<file path="config.mk">
export PLATFORM = sky130hd
export DESIGN_NAME = lcd_host_seq
export DESIGN_NICKNAME = d
export VERILOG_FILES = /design/src/rtl/lcd_host_seq.sv
export SDC_FILE = /design/constraint.sdc
export NUM_CORES = 1
export LEC_CHECK = 0
export CORE_ASPECT_RATIO = 0.8
export CORE_MARGIN = 2
export CORE_UTILIZATION = 55
export DETAILED_ROUTE_END_ITERATION = 6
export GPL_TIMING_DRIVEN = 0
export PLACE_DENSITY = 0.76
export SLEW_MARGIN = 5
export SYNTH_ARGS = -nofsm -noshare
export SYNTH_HDL_FRONTEND = slang
export SYNTH_SLANG_ARGS = --single-unit
</file>
<file path="constraint.sdc">
create_clock -name clk -period 6.5 [get_ports clk]
set_input_delay 1.3 -clock clk [delete_from_list [all_inputs] [get_ports clk]]
set_output_delay 1.3 -clock clk [all_outputs]
set_load 0.02 [all_outputs]
</file>
<file path="src/rtl/lcd_host_seq.sv">
// Host-side command sequencer for an LCD controller: a small command FIFO feeding
// a handshake FSM that strobes one command at a time and waits for busy to cycle.
module lcd_host_seq #(
  parameter int CMD_W   = 3,
  parameter int DEPTH   = 8,
  parameter int TIMEOUT = 1024
) (
  input  logic                     clk,
  input  logic                     reset,
  input  logic                     push,
  input  logic [CMD_W-1:0]         push_cmd,
  output logic                     full,
  output logic [$clog2(DEPTH):0]   level,
  output logic [CMD_W-1:0]         cmd,
  output logic                     cmd_valid,
  input  logic                     busy,
  input  logic                     done,
  output logic [15:0]              issued_cnt,
  output logic                     ovf,
  output logic                     err_timeout,
  output logic                     finished
);

  localparam int AW = $clog2(DEPTH);
  localparam int LW = AW + 1;
  localparam int CW = $clog2(TIMEOUT) + 1;

  typedef enum logic [2:0] {
    IDLE,
    ISSUE,
    WAIT_HI,
    WAIT_LO,
    FIN
  } state_t;

  state_t            state_reg, state_next;
  logic [AW-1:0]     wr_ptr_reg, rd_ptr_reg;
  logic [LW-1:0]     count_reg, count_next;
  logic [CMD_W-1:0]  mem [DEPTH];
  logic [CW-1:0]     wait_cnt_reg, wait_cnt_next;
  logic [CMD_W-1:0]  cmd_reg;
  logic              cmd_valid_reg;
  logic [15:0]       issued_cnt_reg;
  logic              ovf_reg, err_reg, fin_reg;

  logic              wr_en;
  logic              issue_go;
  logic              timeout_hit;
  logic [CMD_W-1:0]  head;

  // A push into a full FIFO is dropped even if the FSM pops in the same cycle.
  assign full  = (count_reg == LW'(DEPTH));
  assign wr_en = push && !full;
  assign head  = mem[rd_ptr_reg];

  // Storage carries no reset so it can map onto distributed RAM.
  always_ff @(posedge clk) begin
    if (wr_en) begin
      mem[wr_ptr_reg] <= push_cmd;
    end
  end

  always_comb begin
    state_next  = state_reg;
    issue_go    = 1'b0;
    timeout_hit = 1'b0;
    if (done) begin
      state_next = FIN;
    end else begin
      case (state_reg)
        IDLE: begin
          if (count_reg != '0 && !busy) begin
            state_next = ISSUE;
            issue_go   = 1'b1;
          end
        end
        ISSUE: state_next = WAIT_HI;
        WAIT_HI: begin
          if (busy) begin
            state_next = WAIT_LO;
          end else if (wait_cnt_reg == CW'(TIMEOUT - 1)) begin
            timeout_hit = 1'b1;
            state_next  = IDLE;
          end
        end
        WAIT_LO: begin
          if (!busy) begin
            state_next = IDLE;
          end else if (wait_cnt_reg == CW'(TIMEOUT - 1)) begin
            timeout_hit = 1'b1;
            state_next  = IDLE;
          end
        end
        FIN:     state_next = FIN;
        default: state_next = IDLE;
      endcase
    end

    // Counter restarts from zero on every entry into a wait state.
    wait_cnt_next = '0;
    if (state_next == state_reg && (state_reg == WAIT_HI || state_reg == WAIT_LO)) begin
      wait_cnt_next = wait_cnt_reg + 1'b1;
    end

    count_next = count_reg;
    case ({wr_en, issue_go})
      2'b10:   count_next = count_reg + 1'b1;
      2'b01:   count_next = count_reg - 1'b1;
      default: count_next = count_reg;
    endcase
  end

  always_ff @(posedge clk or negedge reset) begin
    if (!reset) begin
      state_reg <= IDLE;
    end else begin
      state_reg <= state_next;
    end
  end

  // The strobe and command are captured on the edge that enters ISSUE, so they
  // are visible for exactly the one cycle the FSM spends there.
  always_ff @(posedge clk or negedge reset) begin
    if (!reset) begin
      wr_ptr_reg     <= '0;
      rd_ptr_reg     <= '0;
      count_reg      <= '0;
      wait_cnt_reg   <= '0;
      cmd_reg        <= '0;
      cmd_valid_reg  <= 1'b0;
      issued_cnt_reg <= '0;
      ovf_reg        <= 1'b0;
      err_reg        <= 1'b0;
      fin_reg        <= 1'b0;
    end else begin
      count_reg     <= count_next;
      wait_cnt_reg  <= wait_cnt_next;
      cmd_valid_reg <= issue_go;
      if (wr_en) begin
        wr_ptr_reg <= wr_ptr_reg + 1'b1;
      end
      if (issue_go) begin
        rd_ptr_reg     <= rd_ptr_reg + 1'b1;
        cmd_reg        <= head;
        issued_cnt_reg <= issued_cnt_reg + 16'd1;
      end
      if (push && full) begin
        ovf_reg <= 1'b1;
      end
      if (timeout_hit) begin
        err_reg <= 1'b1;
      end
      if (done) begin
        fin_reg <= 1'b1;
      end
    end
  end

  assign level       = count_reg;
  assign cmd         = cmd_reg;
  assign cmd_valid   = cmd_valid_reg;
  assign issued_cnt  = issued_cnt_reg;
  assign ovf         = ovf_reg;
  assign err_timeout = err_reg;
  assign finished    = fin_reg;

endmodule

</file>
# Yosys cells after proc, flatten, opt, wreduce, memory -nomap -nowiden
# Memories as Yosys holds them, arrays and structs flattened. A register that Yosys moved wholly into a read port is not among the register bits.
# Cells that the tools add are included.
# totals
mem_count,1
rom_bits,0
latchBits,0
out_inout_bits,28
wordCells,55
mem_bits_rw,24
reg_bits,44
# mem_list
memory,words,width,read_ports,rd_clocked_by_memory_dff,write_ports,line,source
mem,8,3,1,1,1,39,logic [CMD_W-1:0] mem [DEPTH];
# op_classes
add_sub_neg,6
magnitude_cmp,0
n_eq_ne,9
reduce_logical,11
multipliers,0
n_shift,0
n_div,0
mux,18
bitwise_logic,0
# op_table
op,count
$add A16 B1 Y16 const B,1
$mux W3,5
$pmux W3 S5,1
$add A11 B1 Y11 const B,1
$eq A11 B10 Y1 const B,1
$mux W11,1
$mux W1,9
$pmux W4 S2,1
$add A3 B1 Y3 const B,2
$eq A3 B2 Y1 const B,2
$add A4 B1 Y4 const B,1
$eq A4 B4 Y1 const B,1
$logic_and A1 B1 Y1,4
$reduce_bool A4 Y1,1
$sub A4 B1 Y4 const B,1
$eq A3 B1 Y1 const B,1
$eq A3 B3 Y1,1
$eq A3 B3 Y1 const B,1
$logic_not A1 Y1,3
$logic_not A3 Y1,1
$eq A2 B1 Y1 const B,1
$eq A2 B2 Y1 const B,1
$pmux W1 S2,1
$reduce_bool A2 Y1,1
$logic_or A1 B1 Y1,1

# Depth between registers and ports, before layout
# depth
word_depth,8
ltp_mapped,9
ltp_nobuf,9

# Least setup slack after synthesis
# Ideal clock, no wire load.
# synth_timing
kind,input to register
startpoint,in done
endpoint,reg count_reg[3] (netlist: level[3])
path_stages,8
t_arrival_ns,3.312
required_time_ns,6.384
setup_time_ns,0.116
setup_slack_ns,3.072
cell_sequence,or4_4 > nor3_2 > buf_2 > ha_1 > ha_1 > a21oi_1 > o21ai_0 > o311ai_0
# synth_via
elab_chain_len,3
word_cells_on_any_way,5
cone_classes,2 x eq/ne; 2 x mux; 1 x reduce/logical
# synth_rtl
element,line,source
from (decl),17,"input logic done,"
$mux W1 (*),67,if (done) begin
net issue_go,47,logic issue_go;
$eq A2 B1 Y1 or $eq A2 B2 Y1 (tied branches),106,"case ({wr_en, issue_go})"
$pmux W4 S2 or $reduce_bool A2 Y1 (tied branches),-,
to (signal assigned),136,count_reg <= count_next;
to (decl),38,"logic [LW-1:0] count_reg, count_next;"
# The timed path passes the listed nets; every way through them passes the cells marked *.
# A chain may end at the register's enable or synchronous reset.

# Worst setup path after layout
# Ends and elaborated chain as after synthesis.

==> impl_metrics.ini <==
[route]
wire_per_inst_um = 14.3
avgViaCountPerCell = 5.28
first_iter_violations = 110
drt-total-wl_mm = 5.26
dr.pass1.iters = 4
postRouteAntennaNets = 0
drc_errors = 0
dr_total_vias = 1938

[cts]
cts_setup_buffers = 0
h-tree-depth = 3
clock_latency_ps = 340
cts_buffers = 9
cts_tree = yes
clk_path_buf_depth = 2
hold_buffers = 0
clk_pin_slew_ps = 80
clkSinkCount = 71
root_buffer = clkbuf_8
cts_resized = 0

[floorplan]
dieArea_um2 = 6290
core_um2 = 5470
fp-row-count = 24
die_x_um = 88.2
die_y_um = 71.3
start_util_pct = 57.0
ios = 36

[yosys]
synth_edf_count = 24
synth_area_leader_cell = dfrtp_1
synth_top_area_share_pct = 37.7
synth-seq-cells = 71
seq_area_frac_synth_pct = 60.9
synth_top_family_by_area = simple AND/OR/NAND/NOR gates
async_reset_ff_share_pct = 66.2
netlist_top_cells_area = dfrtp_1 38%, edfxtp_1 23%, xnor2_1 5.1%
yosys_warnings = 0
synth_xor_area_share_pct = 8.15
synth_fa_ha_area_share_pct = 3.45
synth_nets = 254
synth_area_um2 = 3120
syn_avg_cell_area_um2 = 13.1
synth_cells = 238
ys_types = 44
synthSimpleGateAreaFrac_pct = 16.0
synth_compound_area_share_pct = 3.17
synth_common_cells = 47 x dfrtp_1, 24 x edfxtp_1, 19 x nor2_1, 18 x xnor2_1, 17 x nand2_1
yosysMostFrequentCell = dfrtp_1
synth_mux_area_share_pct = 6.34
synth_flop_cell = dfrtp_1

[timing]
setup_violations = 0
tightest_slew_ps = 625
fin_crit_sh_pct = 60.3
period_minus_slack_ps = 3920
setup_slack_ps = 2580
fin_skew_ps = 8.50
hold_viol = 0
tns_ps = 0
maxSlewViolCount = 0
slew_headroom_pct = 57.8
fmax_ghz = 0.255
rsz0062_at_grt = false

[worst_setup_path]
r2r_end = level[3]
end_kind = flop
crit_fanout = 11
arrival_ps = 4140
worstReg2RegStart = state_reg[0]
r2r_cells = 8
path_class = in -> reg
r2r_slack_ps = 3650
crit_path_start_kind = input pin
worstPathRequired_ps = 6720

[final_layout]
largest_reg_flops = 24
finish.instance_area_um2 = 3770
instances_no_fill = 367
utilization_pct = 68.9
syn2layout_area_growth_pct = 20.9
diodes = 0
drive_gt1_share_pct = 12.1
fill_cells = 402
fin_nets = 300

[global_routing]
grt_usage_pct = 18.4
first_global_vias = 1844
overflow = 0
grt_pass1_wl_mm = 8.74
antenna_found_initial = 0
grt_max_degree = 25

[power]
p_per_area_nw_per_um2 = 309
power.leakage_nw = 1.49
ir_worst_vdd_mv = 0.318

[flow_run]
cap_viol_max_count = 0

[min_path]
min_from = err_timeout
min_to = err_timeout
min_path_cells = 1
min-delay-path-class = reg -> reg

[placement]
gp_congestion = 0.753
place_ws_ps = 2180
dpl.cell_count = 351
dp_hpwl_mm = 3.73
placed_cell_area_um2 = 3570
port_buffers = 34

[status]
status = completed
## layer usage
| layer | vias to the layer above | wire length [um] | GRT usage, % |
|---|---|---|---|
| met5 | - | 0 | 0 |
| li1 | 951 | - | - |
| met1 | 948 | 2560 | 26.0 |
| met3 | 4 | 243 | 7.03 |
| met4 | 0 | 39 | 4.04 |
| met2 | 35 | 2420 | 27.5 |
## per-stage QoR
| step | hold slack (ps) | total power, mW |
|---|---|---|
| finish | 461 | 1.16 |
| global route | 488 | 1.23 |
| CTS | 467 | 1.18 |
| detailed placement | 447 | 0.834 |
| global placement | 438 | 0.825 |
| floorplan | 448 | 0.734 |
## final cells by class
class,count,area [um^2],area share (%)
Sequential cell,71,1900,50.3
Multi-Input combinational cell,152,1160,30.7
Timing Repair Buffer,35,355,9.43
Clock buffer,9,124,3.29
Tap cell,78,97.6,2.59
Clock inverter,7,73.8,1.96
Buffer,7,33.8,0.897
Inverter,8,30.0,0.797
## worst max-delay path, cell delays in order
cell             delay [ps]
clkdlybuf4s50_1         510
or4_4                   600
nor3_2                  150
buf_2                   280
ha_1                    350
ha_1                    290
a21oi_1                 210
o21ai_0                 120
o311ai_0                330
## layout by cell type (no fill, tap or decap), types with 3 or more instances in the layout
cell and instances:
clkinvlp_4 3, xnor2_1 18, xor2_1 11, dfrtp_1 47
nand4_1 8, nand2_1 17, o21ai_0 3, and4_1 5
ha_1 7, and3_1 5, edfxtp_1 24, mux2i_1 4
a21oi_1 4, clkbuf_8 9, clkdlybuf4s50_1 33, buf_2 3
nor2_1 19, nand2b_1 5, inv_1 8, nor3_1 3
nand3_1 11, mux4_2 6
## power by group
part	leakage, nW	switching (mW)	total [mW]	internal (mW)
Sequential	0.838	0.0505	0.571	0.521
Clock	0.0891	0.164	0.341	0.177
Combinational	0.564	0.131	0.252	0.121
## cells by family (layout without fill, tap and decap cells)
| logic type | count (synthesis) | in the layout |
|---|---|---|
| adders and majority gates | 8 | 8 |
| DFF | 71 | 71 |
| AOI/OAI and AO/OA | 15 | 15 |
| and+or+nand+nor | 88 | 88 |
| buffers and inverters | 15 | 66 |
| xor gates and xnor gates | 29 | 29 |
| muxes | 12 | 12 |
## worst max path at each step
stage	from	end
6_report	done	level[3]
5_1_grt	done	level[3]
4_1_cts	done	level[3]
3_5_place_dp	done	level[3]
3_3_place_gp	done	level[3]
2_1_floorplan	done	level[3]
No activity file was read; power rests on OpenSTA's default activity.
